**src/rtl/mc14433_digit_scan_pkg.sv**
```systemverilog
// mc14433_pkg
// Shared types and constants for the MC14433 digit-scan output stage.
// Contents:
//   DS_SLOT1..DS_SLOT4 / DS_NONE : one-hot digit strobe patterns
//   state_t                      : top-level scan state {IDLE, SCAN}
//   phase_t                      : slot phase {ON, GAP}
//   NIB_*                        : bit positions of the DS1 status nibble
//   reading_t                    : one captured conversion result
package mc14433_pkg;

  localparam logic [3:0] DS_NONE  = 4'b0000;
  localparam logic [3:0] DS_SLOT1 = 4'b0001;
  localparam logic [3:0] DS_SLOT2 = 4'b0010;
  localparam logic [3:0] DS_SLOT3 = 4'b0100;
  localparam logic [3:0] DS_SLOT4 = 4'b1000;

  typedef enum logic {IDLE, SCAN} state_t;
  typedef enum logic {ON, GAP} phase_t;

  // DS1 slot nibble layout: {~msd, pol, ur, ovr}
  localparam int NIB_MSD_N = 3;
  localparam int NIB_POL   = 2;
  localparam int NIB_UR    = 1;
  localparam int NIB_OVR   = 0;

  typedef struct packed {
    logic       msd;
    logic [3:0] h;
    logic [3:0] t;
    logic [3:0] u;
    logic       pol;
    logic       ovr;
  } reading_t;

  // Slot index 0..3 maps to DS[1]..DS[4]
  function automatic logic [3:0] ds_onehot(input logic [1:0] slot);
    case (slot)
      2'd0:    return DS_SLOT1;
      2'd1:    return DS_SLOT2;
      2'd2:    return DS_SLOT3;
      default: return DS_SLOT4;
    endcase
  endfunction

endpackage

```
**src/rtl/mc14433_digit_scan_scan_timer.sv**
```systemverilog
// scan_timer
// Phase-length down-counter for the digit scan. Loading W-bit value N
// makes tc high N+1 cycles later, so loading LEN-1 yields a phase of
// LEN cycles when the owner reloads on tc.
// Ports:
//   clk      : clock, rising edge
//   rst_n    : synchronous active-low reset (count cleared)
//   load     : load load_val this edge
//   load_val : next phase length minus one
//   tc       : terminal count (count is zero)
module scan_timer #(
  parameter int W = 8
) (
  input  logic         clk,
  input  logic         rst_n,
  input  logic         load,
  input  logic [W-1:0] load_val,
  output logic         tc
);

  logic [W-1:0] cnt;

  // Counter parks at zero when not reloaded; the owner ignores tc while idle.
  always_ff @(posedge clk) begin
    if (!rst_n) begin
      cnt <= '0;
    end else if (load) begin
      cnt <= load_val;
    end else if (cnt != '0) begin
      cnt <= cnt - 1'b1;
    end
  end

  assign tc = (cnt == '0);

endmodule

```
**src/rtl/mc14433_digit_scan.sv**
```systemverilog
// mc14433_digit_scan
// MC14433 output stage: captures each finished conversion into a pending
// buffer, transfers it into the display latch at the start of a DS1 slot,
// and scans the latched value out as multiplexed BCD with one-hot strobes.
// Optional macro: MC14433_UR_DETECT_EN enables the under-range (< 0180)
// flag in the DS1 status nibble; otherwise that bit is tied to 0.
// Ports:
//   CP                  : clock, rising edge
//   R                   : synchronous active-low reset
//   conv_done           : one-cycle strobe, count inputs valid with it
//   msd, bcd_h/t/u      : half digit and hundreds/tens/units BCD
//   pol, ovr            : polarity (1 = positive), over-range
//   Q                   : multiplexed BCD / status nibble
//   DS                  : one-hot digit strobes, DS[1] = MSD slot
//   EOC                 : pulse when a new value enters the display latch
//   OR_B                : active-low over-range from the display latch
module mc14433_digit_scan
  import mc14433_pkg::*;
#(
  parameter int DIG_CYCLES = 18,
  parameter int GAP_CYCLES = 2
) (
  input  logic       CP,
  input  logic       R,
  input  logic       conv_done,
  input  logic       msd,
  input  logic [3:0] bcd_h,
  input  logic [3:0] bcd_t,
  input  logic [3:0] bcd_u,
  input  logic       pol,
  input  logic       ovr,
  output logic [3:0] Q,
  output logic [3:0] DS,
  output logic       EOC,
  output logic       OR_B
);

  state_t     state;
  phase_t     phase;
  logic [1:0] slot;
  logic [1:0] next_slot;
  reading_t   incoming;
  reading_t   pend;
  logic       pend_vld;
  reading_t   disp;
  logic       tc;
  logic       tload;
  logic [7:0] tval;

  assign incoming  = '{msd: msd, h: bcd_h, t: bcd_t, u: bcd_u, pol: pol, ovr: ovr};
  assign next_slot = slot + 2'd1;

  // Reload the timer whenever a phase begins: on the IDLE exit and on every
  // terminal count while scanning. The length is that of the phase entered.
  assign tload = ((state == IDLE) && conv_done) || ((state == SCAN) && tc);
  assign tval  = ((state == SCAN) && (phase == ON)) ? 8'(GAP_CYCLES - 1)
                                                    : 8'(DIG_CYCLES - 1);

  scan_timer #(.W(8)) u_timer (
    .clk      (CP),
    .rst_n    (R),
    .load     (tload),
    .load_val (tval),
    .tc       (tc)
  );

  function automatic logic [3:0] status_nib(input reading_t r);
    logic [3:0] n;
    logic       ur;
`ifdef MC14433_UR_DETECT_EN
    ur = !r.msd && !r.ovr && ((r.h == 4'd0) || ((r.h == 4'd1) && (r.t < 4'd8)));
`else
    ur = 1'b0;
`endif
    n            = '0;
    n[NIB_MSD_N] = ~r.msd;
    n[NIB_POL]   = r.pol;
    n[NIB_UR]    = ur;
    n[NIB_OVR]   = r.ovr;
    return n;
  endfunction

  function automatic logic [3:0] slot_digit(input logic [1:0] s, input reading_t r);
    case (s)
      2'd1:    return r.h;
      2'd2:    return r.t;
      2'd3:    return r.u;
      default: return status_nib(r);
    endcase
  endfunction

  // Scan FSM with registered outputs. The capture into the pending buffer is
  // written first so a transfer in the same cycle still reads the old pending
  // value while the new one lands in the buffer with the flag kept set.
  always_ff @(posedge CP) begin
    if (!R) begin
      state    <= IDLE;
      phase    <= ON;
      slot     <= 2'd0;
      pend     <= '0;
      pend_vld <= 1'b0;
      disp     <= '0;
      Q        <= 4'd0;
      DS       <= DS_NONE;
      EOC      <= 1'b0;
      OR_B     <= 1'b1;
    end else begin
      EOC <= 1'b0;
      if (conv_done) begin
        pend     <= incoming;
        pend_vld <= 1'b1;
      end
      case (state)
        IDLE: begin
          // First result goes straight to the display and starts the frame.
          if (conv_done) begin
            state    <= SCAN;
            phase    <= ON;
            slot     <= 2'd0;
            disp     <= incoming;
            pend_vld <= 1'b0;
            EOC      <= 1'b1;
            OR_B     <= ~incoming.ovr;
            DS       <= DS_SLOT1;
            Q        <= status_nib(incoming);
          end
        end
        SCAN: begin
          if (tc) begin
            if (phase == ON) begin
              phase <= GAP;
              DS    <= DS_NONE;
            end else begin
              phase <= ON;
              slot  <= next_slot;
              DS    <= ds_onehot(next_slot);
              if (next_slot == 2'd0) begin
                if (pend_vld) begin
                  disp     <= pend;
                  pend_vld <= conv_done;
                  EOC      <= 1'b1;
                  OR_B     <= ~pend.ovr;
                  Q        <= status_nib(pend);
                end else begin
                  Q <= status_nib(disp);
                end
              end else begin
                Q <= slot_digit(next_slot, disp);
              end
            end
          end
        end
        default: state <= IDLE;
      endcase
    end
  end

endmodule

```
**config.mk**
```make
export PLATFORM = sky130hd
export DESIGN_NAME = mc14433_digit_scan
export DESIGN_NICKNAME = d
export VERILOG_FILES = /design/src/rtl/mc14433_digit_scan_pkg.sv /design/src/rtl/mc14433_digit_scan_scan_timer.sv /design/src/rtl/mc14433_digit_scan.sv
export SDC_FILE = /design/constraint.sdc
export NUM_CORES = 1
export LEC_CHECK = 0
export BUFFER_PORTS_ARGS = -buffer_cell sky130_fd_sc_hd__buf_2
export CAP_MARGIN = 10
export CORE_UTILIZATION = 33
export DETAILED_ROUTE_END_ITERATION = 16
export SYNTH_ARGS = -nofsm -noshare
export SYNTH_HDL_FRONTEND = slang
export SYNTH_SLANG_ARGS = --single-unit
```
**constraint.sdc**
```tcl
create_clock -name CP -period 2.01 [get_ports CP]
set_input_delay 0.1005 -clock CP [delete_from_list [all_inputs] [get_ports CP]]
set_output_delay 0.1005 -clock CP [all_outputs]
set_load 0.01 [all_outputs]
```
== Word-level counts from Yosys, hierarchy flattened ==
Index checks and enable logic that the tools add are counted.

* Bits in writable memories: 0
* Bits in latches: 0
* Memory bits (read-only): 0
* Output and inout port bits: 10
* Register bits after elaboration: 53
* Input bits: 18
* Memories: 0
* Logic and storage cells: 98

* Order comparisons: 0
* Add/subtract/negate cells: 2
* Mux-type cells: 49
* Reductions and logical operators: 11
* Bitwise gates (word level): 7
* $mul: 0
* Divide/modulo/power cells: 0
* Shifts and indexed selects: 0
* Equality and inequality tests: 8

{| class="wikitable"
|+ Operator list
! kind !! count
|-
| $mux W15 || 5
|-
| $mux W4 || 8
|-
| $pmux W15 S2 || 1
|-
| $pmux W4 S3 || 2
|-
| $mux W1 || 20
|-
| $mux W8 || 2
|-
| $pmux W4 S2 || 2
|-
| $logic_not A8 Y1 || 1
|-
| $ne A2 B1 Y1 const B || 4
|-
| $pmux W1 S2 || 4
|-
| $reduce_bool A8 Y1 || 1
|-
| $sub A8 B1 Y8 const B || 1
|-
| $not A1 Y1 || 7
|-
| $mux W2 || 3
|-
| $mux W5 || 1
|-
| $reduce_and A5 Y1 || 1
|-
| $eq A2 B2 Y1 const B || 2
|-
| $pmux W2 S2 || 1
|-
| $logic_and A1 B1 Y1 || 3
|-
| $reduce_and A3 Y1 || 1
|-
| $add A2 B1 Y2 const B || 1
|-
| $eq A2 B1 Y1 const B || 1
|-
| $logic_not A2 Y1 || 1
|-
| $ne A2 B2 Y1 const B || 1
|-
| 3 further kinds || 3
|}

== Depth between registers and ports, before layout ==
* Depth after elaboration: 7
* Gate-level depth with buffers: 8
* Gate-level depth less buffers: 6

== Cells and area by module ==
From an unflattened synthesis, not the netlist that was laid out.

* Cells, all modules: 272
* Area total of the unflattened synthesis: 2653.8 µm²

{| class="wikitable"
|+ By module, submodules not included
! module !! cells each !! instances !! sequential area each (µm²) !! area each (µm²)
|-
| mc14433_digit_scan || 221 || 1 || 900.9 || 2195.9
|-
| scan_timer || 51 || 1 || 160.2 || 457.9
|}

== Least setup slack after synthesis ==
OpenSTA, ideal clock, no wires.

* Path type: flip-flop to flip-flop
* Start point: reg u_timer.cnt[0]
* End point: reg disp[10] in the netlist's numbering
* Cell stages (with the launch flop): 9
* Data required time: 1.891 ns
* Slack: 0.177 ns
* Library setup time: 0.119 ns
* Arrival time: 1.714 ns
* Period minus slack after synthesis: 1.833 ns
* Path buffers: 3
* Cells stage by stage: dfxtp_1 > inv_1 > ha_1 > or3b_1 > clkbuf_1 > o31ai_2 > buf_4 > buf_4 > a21oi_1

* Cells in the longest elaborated chain, start to end: 3

{| class="wikitable"
|+ RTL lines
! what !! RTL line !! text
|-
| start: declaration || mc14433_digit_scan_scan_timer.sv:21 || <nowiki>logic [W-1:0] cnt;</nowiki>
|-
| start signal: assignment || mc14433_digit_scan_scan_timer.sv:28 || <nowiki>cnt <= load_val;</nowiki>
|-
| start signal: assignment || mc14433_digit_scan_scan_timer.sv:30 || <nowiki>cnt <= cnt - 1'b1;</nowiki>
|-
| $logic_not A8 Y1 || mc14433_digit_scan_scan_timer.sv:34 || <nowiki>assign tc = (cnt == '0);</nowiki>
|-
| $ne A2 B1 Y1 (no source line) || n/a ||
|-
| $reduce_and A5 Y1 (no source line) || n/a ||
|-
| end signal: assignment || mc14433_digit_scan.sv:120 || <nowiki>disp <= incoming;</nowiki>
|-
| end signal: assignment || mc14433_digit_scan.sv:139 || <nowiki>disp <= pend;</nowiki>
|-
| end: declaration || mc14433_digit_scan.sv:45 || <nowiki>reading_t disp;</nowiki>
|}

Every way passes these cells.
A chain may end at the register's enable or synchronous reset.

== Worst setup path in the final report ==
* Start point: reg u_timer.cnt[1]
* End point: reg u_timer.cnt[1]

* Cells in the longest elaborated chain, start to end: 4
* Elaborated cells between the ends (all ways): 8
* Classes of those cells: add/sub: 1; mux: 2; reduce/logical: 5

{| class="wikitable"
|+ RTL lines
! what
|-
| parallel branches: the longest is 4 deep, another holds $sub A8 B1 Y8
|}

Several ways; the timed one is not identified. The select of a mux whose other input is x is not followed.

==> key figures <==
Synth
  • Area leader, netlist: dfxtp_1
  • EDFF count, synth: 0
  • Mapped Nets: 281
  • Synth cell types: 43
  • Synth top area cells: dfxtp_1 (44%), mux2i_1 (14%), nor2_1 (5.0%)
  • Share of synthesized flip-flops with an asynchronous set or reset: 0
  • Synth warn: 0
  • Post-Synthesis Cell Area: 0.002387 mm2
  • Post-synth top area share: 0.4444
  • Seq/Total Area, Yosys: 0.4444
  • Ys flop type: dfxtp_1
  • Syn Inst Count: 256
  • Yosys reg bits: 53
  • Syn Area/Cell: 9.325 um2

Min path
  • Hold WC Path Type: in2reg
  • Hold Crit Depth: 3
  • HP Start: bcd_t[1]

Floorplan
  • Die area: 0.007579 mm2
  • # IOs: 28
  • Core area: 0.006907 mm2
  • Die X: 87.06 um
  • Initial Util: 0.3457
  • Die Y: 87.06 um
  • FP Rows: 30

Route
  • Vias/cell: 4.966
  • Final ANT Viol Nets: 0
  • Wire length per cell: 13.48 um
  • Final WL: 5162 um
  • Vias: 1902
  • Drt drc: 0
  • First drt pass iteration count: 4
  • Initial detailed-routing violation count: 72

Global routing
  • Gr usage total: 0.1477
  • Initial antenna violation count: 0
  • Largest net degree at the start of global routing: 30
  • GR Util met2: 0.2355
  • Congestion Overflow GR: 0
  • M3 GR Usage: 0.03318
  • Global routing's busiest layer: met2
  • Vias in the first global route: 1788
  • First-pass GRT wire length: 8645 um
  • GRT met1 Usage: 0.1974

STA
  • Worst-Margin Slew: 482.2 ps
  • Final hold violation count: 0
  • Period utilisation layout: 0.9244
  • Max-Slew Margin vs Limit: 0.6782
  • Final Max Tran Viols: 0
  • Fmax achieved: 0.5382 GHz
  • Sum of negative setup slack: 0 ps
  • Crit path time final: 1858 ps
  • Clock skew: 5.133 ps
  • Setup violators final: 0
  • RSZ-0062 raised after global routing: false

Cells and area
  • Syn-to-layout area delta: 17.61%
  • Most common cell after layout, fill and taps aside: dfxtp_1
  • Final core occ: 0.4065
  • Layout cells sized above 1: 0.1986
  • N_diodes: 0
  • Leading cell types in the layout, fill and taps excluded: dfxtp_1 (53), mux2i_1 (33), nor2_1 (32)
  • Nets: 311

Clock network
  • Clk pin slew, worst setup/hold paths: 100 ps
  • Clk_lat worst skew: 300 ps
  • CTS Buffer Depth: 2
  • Clock sink total: 53
  • Setup bufs post-CTS: 0
  • Root buffer selected by CTS: clkbuf_8
  • Cts bufs inserted: 5
  • CTS tree: yes
  • H-tree Lvls: 2

Setup path
  • CP startpoint kind: flop
  • CP required: 2270 ps
  • Endpoint type of the worst setup path: flop
  • Critical path type: reg2reg
  • R2R depth: 7
  • Critical R2R Launch: u_timer.cnt[1]
  • CP startpoint: u_timer.cnt[1]
  • Data arrival, critical path: 2110 ps
  • Max FO, Critical Path: 6

Power
  • Worst VDD drop: 336.2 uV
  • Leakage power figure: 1.145 nW
  • PwrDens: 1098 mW/mm2

Placed design
  • GPL Wtd Cong: 0.7855
  • IO buf count: 27
  • Detailed Place HPWL: 3795 um

Run status
  • Status: finished, final reports clean

Job
  • Max Cap Viol: 0
==> through the flow <==
stage / instance area (um2) / std cells / hold slack, ps / setup WS [ps] / power (mW)
6_report: 2808 / 383 / 38.19 / 152.0 / 3.083
5_1_grt: 2808 / 383 / 47.09 / 35.93 / 3.282
4_1_cts: 2801 / 383 / 36.52 / 110.4 / 3.106
3_5_place_dp: 2686 / 375 / 359.9 / 137.8 / 2.371
3_3_place_gp: 2686 / 375 / 354.4 / 175.8 / 2.363
2_1_floorplan: 2387 / 256 / 247.7 / 177.4 / 2.079
==> sequential cells by signal, indices dropped and copies added (netlist names) <==
name         cells
DS               4
EOC              1
OR_B             1
Q                4
disp            15
pend            15
pend_vld         1
phase            1
slot             2
state            1
u_timer.cnt      8
==> worst paths after layout <==
| kind | end | slack [ps] |
|---|---|---|
| hold / removal | pend[7] | 40 |
| hold reg to reg | DS[1] | 470 |
| setup reg to reg | u_timer.cnt[1] | 150 |
| setup / recovery | u_timer.cnt[1] | 150 |
==> kinds of logic after synthesis <==
logic type	synth area share
buffers and inverters	0.04088
AND/OR/NAND/NOR	0.1588
adder cells (fa/ha/maj)	0.03669
AO/OA/AOI/OAI	0.1541
XOR/XNOR	0.02201
flip-flops	0.4444
multiplexers	0.1431
==> per-layer routing <==
metal / up-vias / part of all wire / wire, um
met5: - / 0 / 0
met4: 0 / 0.0050 / 26
met3: 2 / 0.040 / 207
met2: 27 / 0.46 / 2375
met1: 896 / 0.49 / 2552
li1: 977 / - / -
==> cell type report <==
cell class,count,area [um2]
clock buffers,5,68.82
clock inverters,3,46.29
fillers,730,4099
inverters,6,22.52
multi-input cells,180,1244
flip-flops and latches,53,1061
well taps,96,120.1
repair buffers,40,245.2
==> critical path, cell delays in order, from the launching register on <==
cell	delay, ps
dfxtp_1	340
inv_1	110
ha_1	160
or3b_1	440
buf_4	200
nor2_2	200
nor4b_2	240
o21a_1	130
==> what timing repair did <==
item / in CTS / in global routing
hold buffers: 0 / 0
resized for setup: 0 / 1
endpoints found under the hold margin: 0 / 0
endpoints found under the setup margin: 0 / 1
==> cells in the mapped netlist, types with 2 or more instances <==
cell type,count
dfxtp_1,53
mux2i_1,33
nor2_1,32
a21oi_1,22
o21ai_1,16
nand3_1,14
clkbuf_1,7
ha_1,7
nand2_1,7
inv_1,6
buf_1,5
nand2b_1,4
nor3_1,4
xor2_1,4
a222oi_1,3
a31oi_1,3
buf_2,3
a211oi_1,2
buf_4,2
nand4_1,2
o21a_1,2
o221ai_1,2
or3_1,2
xnor2_1,2
==> power by group <==
| group | internal [mW] | switching [mW] | total (mW) |
|---|---|---|---|
| registers | 1.19 | 0.128 | 1.32 |
| clock network | 0.373 | 0.362 | 0.735 |
| logic | 0.481 | 0.552 | 1.03 |
| total | 2.04 | 1.04 | 3.08 |
No activity file was read; power rests on OpenSTA's default activity.
